<file path="config.mk">
export PLATFORM = sky130hd
export DESIGN_NAME = hood_run_scheduler
export DESIGN_NICKNAME = d
export VERILOG_FILES = /design/src/rtl/hood_run_scheduler.sv
export SDC_FILE = /design/constraint.sdc
export NUM_CORES = 1
export LEC_CHECK = 0
export ABC_AREA = 0
export BUFFER_PORTS_ARGS = -buffer_cell sky130_fd_sc_hd__buf_2
export CAP_MARGIN = 20
export CORE_MARGIN = 3
export CORE_UTILIZATION = 40
export DETAILED_ROUTE_END_ITERATION = 10
export GPL_TIMING_DRIVEN = 0
export PLACE_DENSITY_LB_ADDON = 0.08
export SETUP_SLACK_MARGIN = 0.15
export SYNTH_ARGS = -nofsm -noshare
export SYNTH_HDL_FRONTEND = slang
export SYNTH_SLANG_ARGS = --single-unit
</file>
<file path="constraint.sdc">
create_clock -name clk -period 2.1 [get_ports clk]
set_input_delay 0.525 -clock clk [delete_from_list [all_inputs] [get_ports clk]]
set_output_delay 0.525 -clock clk [all_outputs]
set_load 0.02 [all_outputs]
</file>
<file path="src/rtl/hood_run_scheduler.sv">
// Range-hood extraction fan scheduler: standby, three speed levels, timed level-3 exit and
// self-clean, plus the 1 s time base and the accumulated fan-on counter for the clean reminder.
module hood_run_scheduler #(
   parameter int unsigned TICK_DIV   = 100_000_000,
   parameter int unsigned L3_SEC     = 60,
   parameter int unsigned CLEAN_SEC  = 180,
   parameter int unsigned REMIND_SEC = 36000
) (
   input  logic        clk,
   input  logic        reset,
   input  logic        en,
   input  logic        menu_pulse,
   input  logic [2:0]  lvl_pulse,
   input  logic        clean_pulse,
   output logic [2:0]  state,
   output logic [1:0]  fan_speed,
   output logic        countdown_active,
   output logic [7:0]  countdown_sec,
   output logic [19:0] work_sec,
   output logic        clean_due
);

   localparam int unsigned      DivW      = (TICK_DIV > 1) ? $clog2(TICK_DIV) : 1;
   localparam logic [DivW-1:0]  DivMax    = DivW'(TICK_DIV - 1);
   localparam logic [DivW-1:0]  DivOne    = DivW'(1);
   localparam logic [7:0]       L3Load    = 8'(L3_SEC);
   localparam logic [7:0]       CleanLoad = 8'(CLEAN_SEC);
   localparam logic [19:0]      WorkMax   = '1;
   localparam logic [19:0]      RemindThr = 20'(REMIND_SEC);

   typedef enum logic [2:0] {
      StStandby = 3'd0,
      StL1      = 3'd1,
      StL2      = 3'd2,
      StL3      = 3'd3,
      StExit    = 3'd4,
      StClean   = 3'd5
   } state_e;

   state_e          state_q, state_d;
   logic [DivW-1:0] div_q, div_d;
   logic [7:0]      cnt_q, cnt_d;
   logic            l3_used_q, l3_used_d;
   logic [19:0]     work_q, work_d;
   logic [1:0]      fan_q, fan_d;
   logic            active_q, active_d;

   logic            tick;
   logic            counting;
   logic            expire;
   logic            work_clr;
   logic            enter_l3;
   logic            lvl_valid;
   state_e          lvl_target;

   assign tick     = (div_q == DivMax);
   assign counting = (state_q == StL3) || (state_q == StExit) || (state_q == StClean);
   assign expire   = counting && tick && (cnt_q == 8'd1);

   // A blocked L3 request swallows the whole pulse, including any lower bits.
   assign lvl_valid  = (lvl_pulse != 3'b000) && !(lvl_pulse[2] && l3_used_q);
   assign lvl_target = lvl_pulse[2] ? StL3 : (lvl_pulse[1] ? StL2 : StL1);

   // State and timer registers
   always_ff @(posedge clk or negedge reset) begin
      if (!reset) begin
         state_q   <= StStandby;
         div_q     <= '0;
         cnt_q     <= 8'd0;
         l3_used_q <= 1'b0;
         work_q    <= 20'd0;
         fan_q     <= 2'd0;
         active_q  <= 1'b0;
      end else begin
         state_q   <= state_d;
         div_q     <= div_d;
         cnt_q     <= cnt_d;
         l3_used_q <= l3_used_d;
         work_q    <= work_d;
         fan_q     <= fan_d;
         active_q  <= active_d;
      end
   end

   // Next-state and countdown logic
   always_comb begin
      state_d   = state_q;
      cnt_d     = cnt_q;
      l3_used_d = l3_used_q;
      work_clr  = 1'b0;
      enter_l3  = 1'b0;

      if (counting && tick && (cnt_q != 8'd0)) begin
         cnt_d = cnt_q - 8'd1;
      end

      if (!en) begin
         state_d   = StStandby;
         cnt_d     = 8'd0;
         l3_used_d = 1'b0;
      end else begin
         case (state_q)
            StStandby: begin
               if (clean_pulse) begin
                  state_d = StClean;
                  cnt_d   = CleanLoad;
               end else if (lvl_valid) begin
                  if (lvl_target == StL3) enter_l3 = 1'b1;
                  else                    state_d  = lvl_target;
               end
            end
            StL1, StL2: begin
               if (menu_pulse) begin
                  state_d = StStandby;
               end else if (lvl_valid) begin
                  if (lvl_target == StL3) enter_l3 = 1'b1;
                  else                    state_d  = lvl_target;
               end
            end
            StL3: begin
               if (menu_pulse) begin
                  state_d = StExit;
                  cnt_d   = L3Load;
               end else if (expire) begin
                  state_d = StL2;
               end
            end
            StExit: begin
               if (expire) state_d = StStandby;
            end
            StClean: begin
               if (menu_pulse) begin
                  state_d = StStandby;
                  cnt_d   = 8'd0;
               end else if (expire) begin
                  state_d  = StStandby;
                  work_clr = 1'b1;
               end
            end
            default: begin
               state_d = StStandby;
               cnt_d   = 8'd0;
            end
         endcase
      end

      if (enter_l3) begin
         state_d   = StL3;
         cnt_d     = L3Load;
         l3_used_d = 1'b1;
      end
   end

   // Time base restarts on every state change so each phase gets whole seconds.
   always_comb begin
      if ((state_d != state_q) || tick) div_d = '0;
      else                              div_d = div_q + DivOne;
   end

   always_comb begin
      work_d = work_q;
      if (work_clr) begin
         work_d = 20'd0;
      end else if (tick && (fan_q != 2'd0) && (work_q != WorkMax)) begin
         work_d = work_q + 20'd1;
      end
   end

   // Output decode, registered alongside the state
   always_comb begin
      fan_d    = 2'd0;
      active_d = 1'b0;
      case (state_d)
         StL1:    fan_d = 2'd1;
         StL2:    fan_d = 2'd2;
         StL3:    begin fan_d = 2'd3; active_d = 1'b1; end
         StExit:  begin fan_d = 2'd2; active_d = 1'b1; end
         StClean: active_d = 1'b1;
         default: fan_d = 2'd0;
      endcase
   end

   assign state            = state_q;
   assign fan_speed        = fan_q;
   assign countdown_active = active_q;
   assign countdown_sec    = cnt_q;
   assign work_sec         = work_q;
   assign clean_due        = (work_q >= RemindThr);

endmodule

</file>
Word-level counts from Yosys, hierarchy flattened
Index checks and enable logic that the tools add are counted.
{ "word_totals": {"ramBits": 0, "latchBits": 0, "word_cells": 84, "register_bits": 62, "output_inout_bits": 35, "rom_bits": 0, "n_memories": 0} }
{ "classes": {"order_cmp": 1, "muxes": 37, "n_mul": 0, "eq_ne": 16, "shifts": 0, "add_sub_neg": 3, "div_mod_pow": 0, "n_reduce_logical": 20, "bitwise": 0} }
{ "ops": {"columns": ["op", "n"], "rows": [
  ["2-to-1 mux 8 bit", 6],
  ["2-to-1 mux 20 bit", 2],
  ["one-hot mux 8 bit (4 select lines)", 1],
  ["2-to-1 mux 3 bit", 10],
  ["adder 27 x 1 -> 27 bit, second input constant", 1],
  ["equality test 27 bit, second input constant", 1],
  ["2-to-1 mux 27 bit", 1],
  ["adder 20 x 1 -> 20 bit, second input constant", 1],
  [">= comparator 20 x 16 -> 1 bit, second input constant", 1],
  ["inequality test 20 bit, second input constant", 1],
  ["one-hot mux 3 bit (5 select lines)", 1],
  ["equality test 3 x 2 -> 1 bit, second input constant", 4],
  ["equality test 3 bit, second input constant", 4],
  ["2-to-1 mux 1 bit", 12],
  ["equality test 8 x 1 -> 1 bit, second input constant", 1],
  ["nonzero test 8 bit", 1],
  ["subtractor 8 x 1 -> 8 bit, second input constant", 1],
  ["logical AND 1 bit", 7],
  ["equality test 3 x 1 -> 1 bit, second input constant", 2],
  ["one-hot mux 2 bit (3 select lines)", 1],
  ["OR reduction 3 bit", 2],
  ["2-to-1 mux 2 bit", 2],
  ["nonzero test 2 bit", 2],
  ["OR reduction 2 bit", 2],
  ["8 further kinds", 10]
]} }

Longest topological paths before layout
{ "logic_depth": {"word_depth": 13, "ltp_mapped": 8, "mapped_depth_nobuf": 7} }

Least setup slack after synthesis
Ideal clock, no wire load.
{ "synth_path": {"kind": "input-to-reg", "start": "input port menu_pulse", "end": "register div_q[20]", "path_buffers": 2, "setup_ns": 0.119, "setup_slack_ns": 0.058, "path_stages": 8, "arrival_time_ns": 1.923, "cell_sequence": "buf_2 mux2i_1 o21ai_1 or3_1 a21o_1 o2111ai_4 buf_6 nor2_1"} }
{ "synth_via": {"elab_chain_cells": 7, "word_cells_on_any_way": 12, "cone_classes": "1 x eq/ne; 10 x mux; 1 x reduce/logical"} }
{ "synth_lines": {"columns": ["item", "line_no", "rtl"], "rows": [
  ["start, declared", "12", "input logic menu_pulse,"],
  ["2-to-1 mux 3 bit, or another cell as far along", "132", "if (menu_pulse) begin"],
  ["one-hot mux 3 bit (5 select lines) or one-hot mux 1 bit (2 select lines) (tied branches)", "102", "case (state_q)"],
  ["2-to-1 mux 3 bit or 2-to-1 mux 1 bit (tied branches)", "97", "if (!en) begin"],
  ["2-to-1 mux 3 bit *", "147", "if (enter_l3) begin"],
  ["inequality test 3 bit *", "156", "if ((state_d != state_q) || tick) div_d = '0;"],
  ["logical OR 1 bit *", "156", null],
  ["2-to-1 mux 27 bit *", "156", null],
  ["via div_d[20]", "41", "logic [DivW-1:0] div_q, div_d;"],
  ["end signal, assigned", "76", "div_q <= div_d;"],
  ["end, declared", "41", null]
]} }
Mark *: on every way through the listed nets, which the timed path passes. The rest lies on a longest branch.
A chain may end at the register's enable or synchronous reset.

Worst setup path after layout
{ "layout_path": {"start": "register div_q[17]", "end": "register div_q[16]"} }
{ "layout_via": {"elab_chain_cells": 11, "word_cells_on_any_way": 13, "cone_classes": "2 x eq/ne; 8 x mux; 3 x reduce/logical"} }
{ "layout_lines": {"columns": ["item", "line_no", "rtl"], "rows": [
  ["equality test 27 bit *", "56", "assign tick = (div_q == DivMax);"],
  ["logical AND 1 bit * (2 in series)", "58", "assign expire = counting && tick && (cnt_q == 8'd1);"],
  ["2-to-1 mux 3 bit, on equally long branches", "129, 135, 124", null],
  ["2-to-1 mux 3 bit, on equally long branches", "132, 121", null],
  ["one-hot mux 3 bit (5 select lines) *", "102", null],
  ["2-to-1 mux 3 bit *", "97", null],
  ["2-to-1 mux 3 bit *", "147", null],
  ["via state_d[0]", "40", "state_e state_q, state_d;"],
  ["inequality test 3 bit *", "156", null],
  ["logical OR 1 bit *", "156", null],
  ["2-to-1 mux 27 bit *", "156", null],
  ["via div_d[16]", "41", null]
]} }
Marked as above.

==> impl_metrics.json <==
{
  "async_flop_share_pct": 100.0,
  "place_congestion": 0.8142,
  "wl_met3_um": 294,
  "grt_max_degree": 63,
  "rows": 34,
  "ys_warn_count": 0,
  "dp_hpwl_mm": 5.784,
  "slew_viol_final": 0,
  "worst_slack_ns": 0.04671,
  "fin_crit_sh_pct": 97.78,
  "core-area_sq_um": 8763,
  "start_kind": "register",
  "leakagePower_uw": 0.002092,
  "rr_endpoint": "div_q[16]$_DFF_PN0_",
  "path_cells": "nor4b_4 > nand4_4 > nor3_4 > o211ai_4 > o2111ai_4 > buf_12 > buf_8 > nor2_2",
  "avgViaCountPerCell": 5.372,
  "drcViolationCount": 0,
  "synth.top_cells.by_area": "dfrtp_1 43%, xor2_1 9.0%, nor2_1 5.8%, nand3_1 4.3%, nand2_1 3.2%",
  "ant_nets": 0,
  "grt_overflow_total": 0,
  "syn_to_final_growth_pct": 40.46,
  "regArea_sq_um": 1560,
  "p_per_area_nw_per_um2": 793.0,
  "root_buffer": "clkbuf_8",
  "wl_per_cell_um": 15.51,
  "finalHoldViolations": 0,
  "min_path_type": "input pin to async pin",
  "clk_path_buf_depth": 2,
  "clock_sinks": 62,
  "timing.fmax_mhz": 487.0,
  "synth.distinct_cells": 48,
  "drtPass1Iterations": 5,
  "antenna_found_initial": 0,
  "grt_pass1_wl_mm": 15.02,
  "synth_edf_count": 0,
  "postLayoutCoreUtil_pct": 57.94,
  "seq_area_frac_synth_pct": 42.92,
  "clk_latency_ns": 0.34,
  "critPathCaptureType": "register",
  "path_delay_family": "simple AND/OR/NAND/NOR gates",
  "synth_area_sq_um": 3615,
  "syn_inst": 391,
  "critical_path.slowest_cell": "dfrtp_2",
  "cts_tree": "built",
  "slew_headroom_pct": 47.34,
  "dieArea_sq_um": 10210,
  "synth_nets": 405,
  "placed_cells": 539,
  "initial_utilization_pct": 41.25,
  "met1_length_mm": 4.181,
  "ff2ff_path_depth": 8,
  "layout-drive-gt1-share_pct": 41.82,
  "cts-buffers-inserted": 9,
  "reg2reg_slack_ns": 0.05,
  "die_w_um": 101.1,
  "clk_pin_slew_ns": 0.07,
  "grtUsageTotal_pct": 18.50,
  "fin_crit_ns": 2.053,
  "drt_wl_total_mm": 9.166,
  "rsz0062_at_grt": "yes",
  "nets": 492,
  "arrival_ns": 2.28,
  "status": "finished, final reports clean",
  "multi_input_area_sq_um": 2442,
  "cpPeakStageDelay_ns": 0.44,
  "io_buffers": 40,
  "synth_seq_cells": 62,
  "grt_pass1_vias": 3034,
  "tightest_slew_ns": 0.7898,
  "path_buf_inv": 2,
  "n_fill_cell": 782,
  "criticalPathCategory": "register to register",
  "die_h_um": 101.1,
  "clock_skew_ns": 0.01088,
  "htreeDepth": 3,
  "yosysTopAreaCell": "dfrtp_1",
  "max-cap-violations": 0,
  "peakVddDrop_mv": 0.6801,
  "worstPathRequired_ns": 2.32,
  "final_cells": 591,
  "setup_viol": 0,
  "cp_max_fo": 8,
  "timing.rr.start": "div_q[17]$_DFF_PN0_",
  "wl_met2_mm": 4.581,
  "diodes": 0,
  "synthFlopType": "dfrtp_1",
  "dp_worst_setup_slack_ns": -0.3356,
  "drt_iter0_markers": 87,
  "top_layer": "met4",
  "synth_area_per_cell_sq_um": 9.245,
  "holdBufCountCts": 0,
  "top_level_ports": 43,
  "netlist.area_leader.share_pct": 42.92,
  "routed-via-count": 3175
}
-- worst register-to-register path, delay by kind of cell, from the launching register on --
kind	cells	cell delay, ns
buf+inv	2	0.30
compound gates	2	0.34
flops	1	0.44
simple gates	4	0.86
-- worst max path at each step --
stage                            startpoint             endpoint  slack (ns)  cells past startpoint
global placement                clean_pulse  div_q[22]$_DFF_PN0_       -0.30                      8
CTS                 work_sec[6]$_DFFE_PN0P_            clean_due        0.04                      5
global route            div_q[17]$_DFF_PN0_  div_q[11]$_DFF_PN0_       -0.03                      8
finish                  div_q[17]$_DFF_PN0_  div_q[16]$_DFF_PN0_        0.05                      8
detailed placement              clean_pulse  div_q[22]$_DFF_PN0_       -0.34                      8
floorplan                        menu_pulse  div_q[14]$_DFF_PN0_        0.13                      8
-- cell families (layout without fill, tap and decap cells) --
group                    Yosys count  in the layout  share of synthesized area [%]
AO/OA/AOI/OAI                     43             43                          8.273
AND/OR/NAND/NOR                  201            201                          30.18
multiplexers                       3              3                         0.8999
adder cells (fa/ha/maj)            7              7                          2.354
buffers and inverters             25            117                          3.253
flip-flops                        62             62                          42.92
XOR/XNOR                          50             50                          12.11
-- cell usage after synthesis, types with 2 or more instances --
cell type   n
buf_6       2
o32ai_1     2
and4_1     10
o31ai_1     2
and3_1     18
nand2b_1    5
nand3_1    31
ha_1        6
nor2_1     56
nor2b_1     4
a31oi_1     2
o21ai_0    14
nor3_1     10
dfrtp_1    62
a21o_1      3
buf_2       7
nand4b_1    3
inv_1      12
xor2_1     37
or3_1       2
clkbuf_1    4
nor4b_4     2
nand4_1     7
nand3b_1    3
nor3b_1     4
nor4_1      7
xnor2_1    13
a21oi_1     9
and2_1      4
nand2_1    31
mux2_2      2
-- state kept, by name, summed over array words and instances, names as in the netlist --
| register | cells |
|---|---|
| fan_speed | 2 |
| countdown_active | 1 |
| work_sec | 20 |
| state | 3 |
| l3_used_q | 1 |
| countdown_sec | 8 |
| div_q | 27 |
-- per-stage QoR --
step	total power, uW	setup TNS [ns]	hold WS, ns	instance area [sq um]
final	4026	0	0.2458	5077
after CTS	3822	0	0.2922	4622
after floorplan	2051	0	0.2294	3632
after global routing	4268	-0.4588	0.3048	5077
after detailed placement	2329	-11.69	0.4793	3970
after global placement	2325	-10.78	0.4739	3968
-- report_power, final --
part	leakage [uW]	switching [uW]	internal [uW]
Combinational	0.00124	793	667
Clock	0.000110	461	698
Sequential	0.000741	120	1290
Total	0.00209	1370	2650
-- timing repair --
| item | in CTS | in global routing |
|---|---|---|
| resized for setup | 53 | 106 |
| pin swaps | 13 | 47 |
| setup buffers | 24 | 7 |
| cloned | 5 | 0 |
| hold endpoints to repair | 0 | 0 |
| setup endpoints to repair | 56 | 58 |
-- placed cells by master, fill, tap and decap left out, types with 5 or more instances in the layout --
cell      Yosys  final
xor2_1       37     37
a21oi_1       9      5
nor4_4        0      5
nor2_2        0     22
and4_1       10      8
xnor2_1      13     11
nand2_1      31     27
ha_1          6      5
and3_1       18     17
nor2_1       56     30
inv_1        12     12
buf_4         0     20
dfrtp_2       0      7
dfrtp_1      62     55
buf_8         0      5
buf_2         7     41
clkbuf_8      0     12
o21ai_1       1      6
nand4_1       7      7
nand3_2       0     12
o21ai_0      14      6
buf_6         2     15
nand3_1      31     16
-- final cells by class --
class | instances | area share, %
Multi-Input combinational cell | 304 | 48.10
Sequential cell | 62 | 30.73
Timing Repair Buffer | 76 | 10.94
Clock buffer | 12 | 2.859
Tap cell | 108 | 2.661
Buffer | 13 | 2.440
Clock inverter | 4 | 1.380
Inverter | 12 | 0.8871
-- layer usage --
metal,global-route usage (%),vias up
met5,0,-
met4,5.624,0
met3,4.637,10
met2,29.78,42
met1,24.51,1566
li1,-,1557
(Power assumes the default switching activity.)
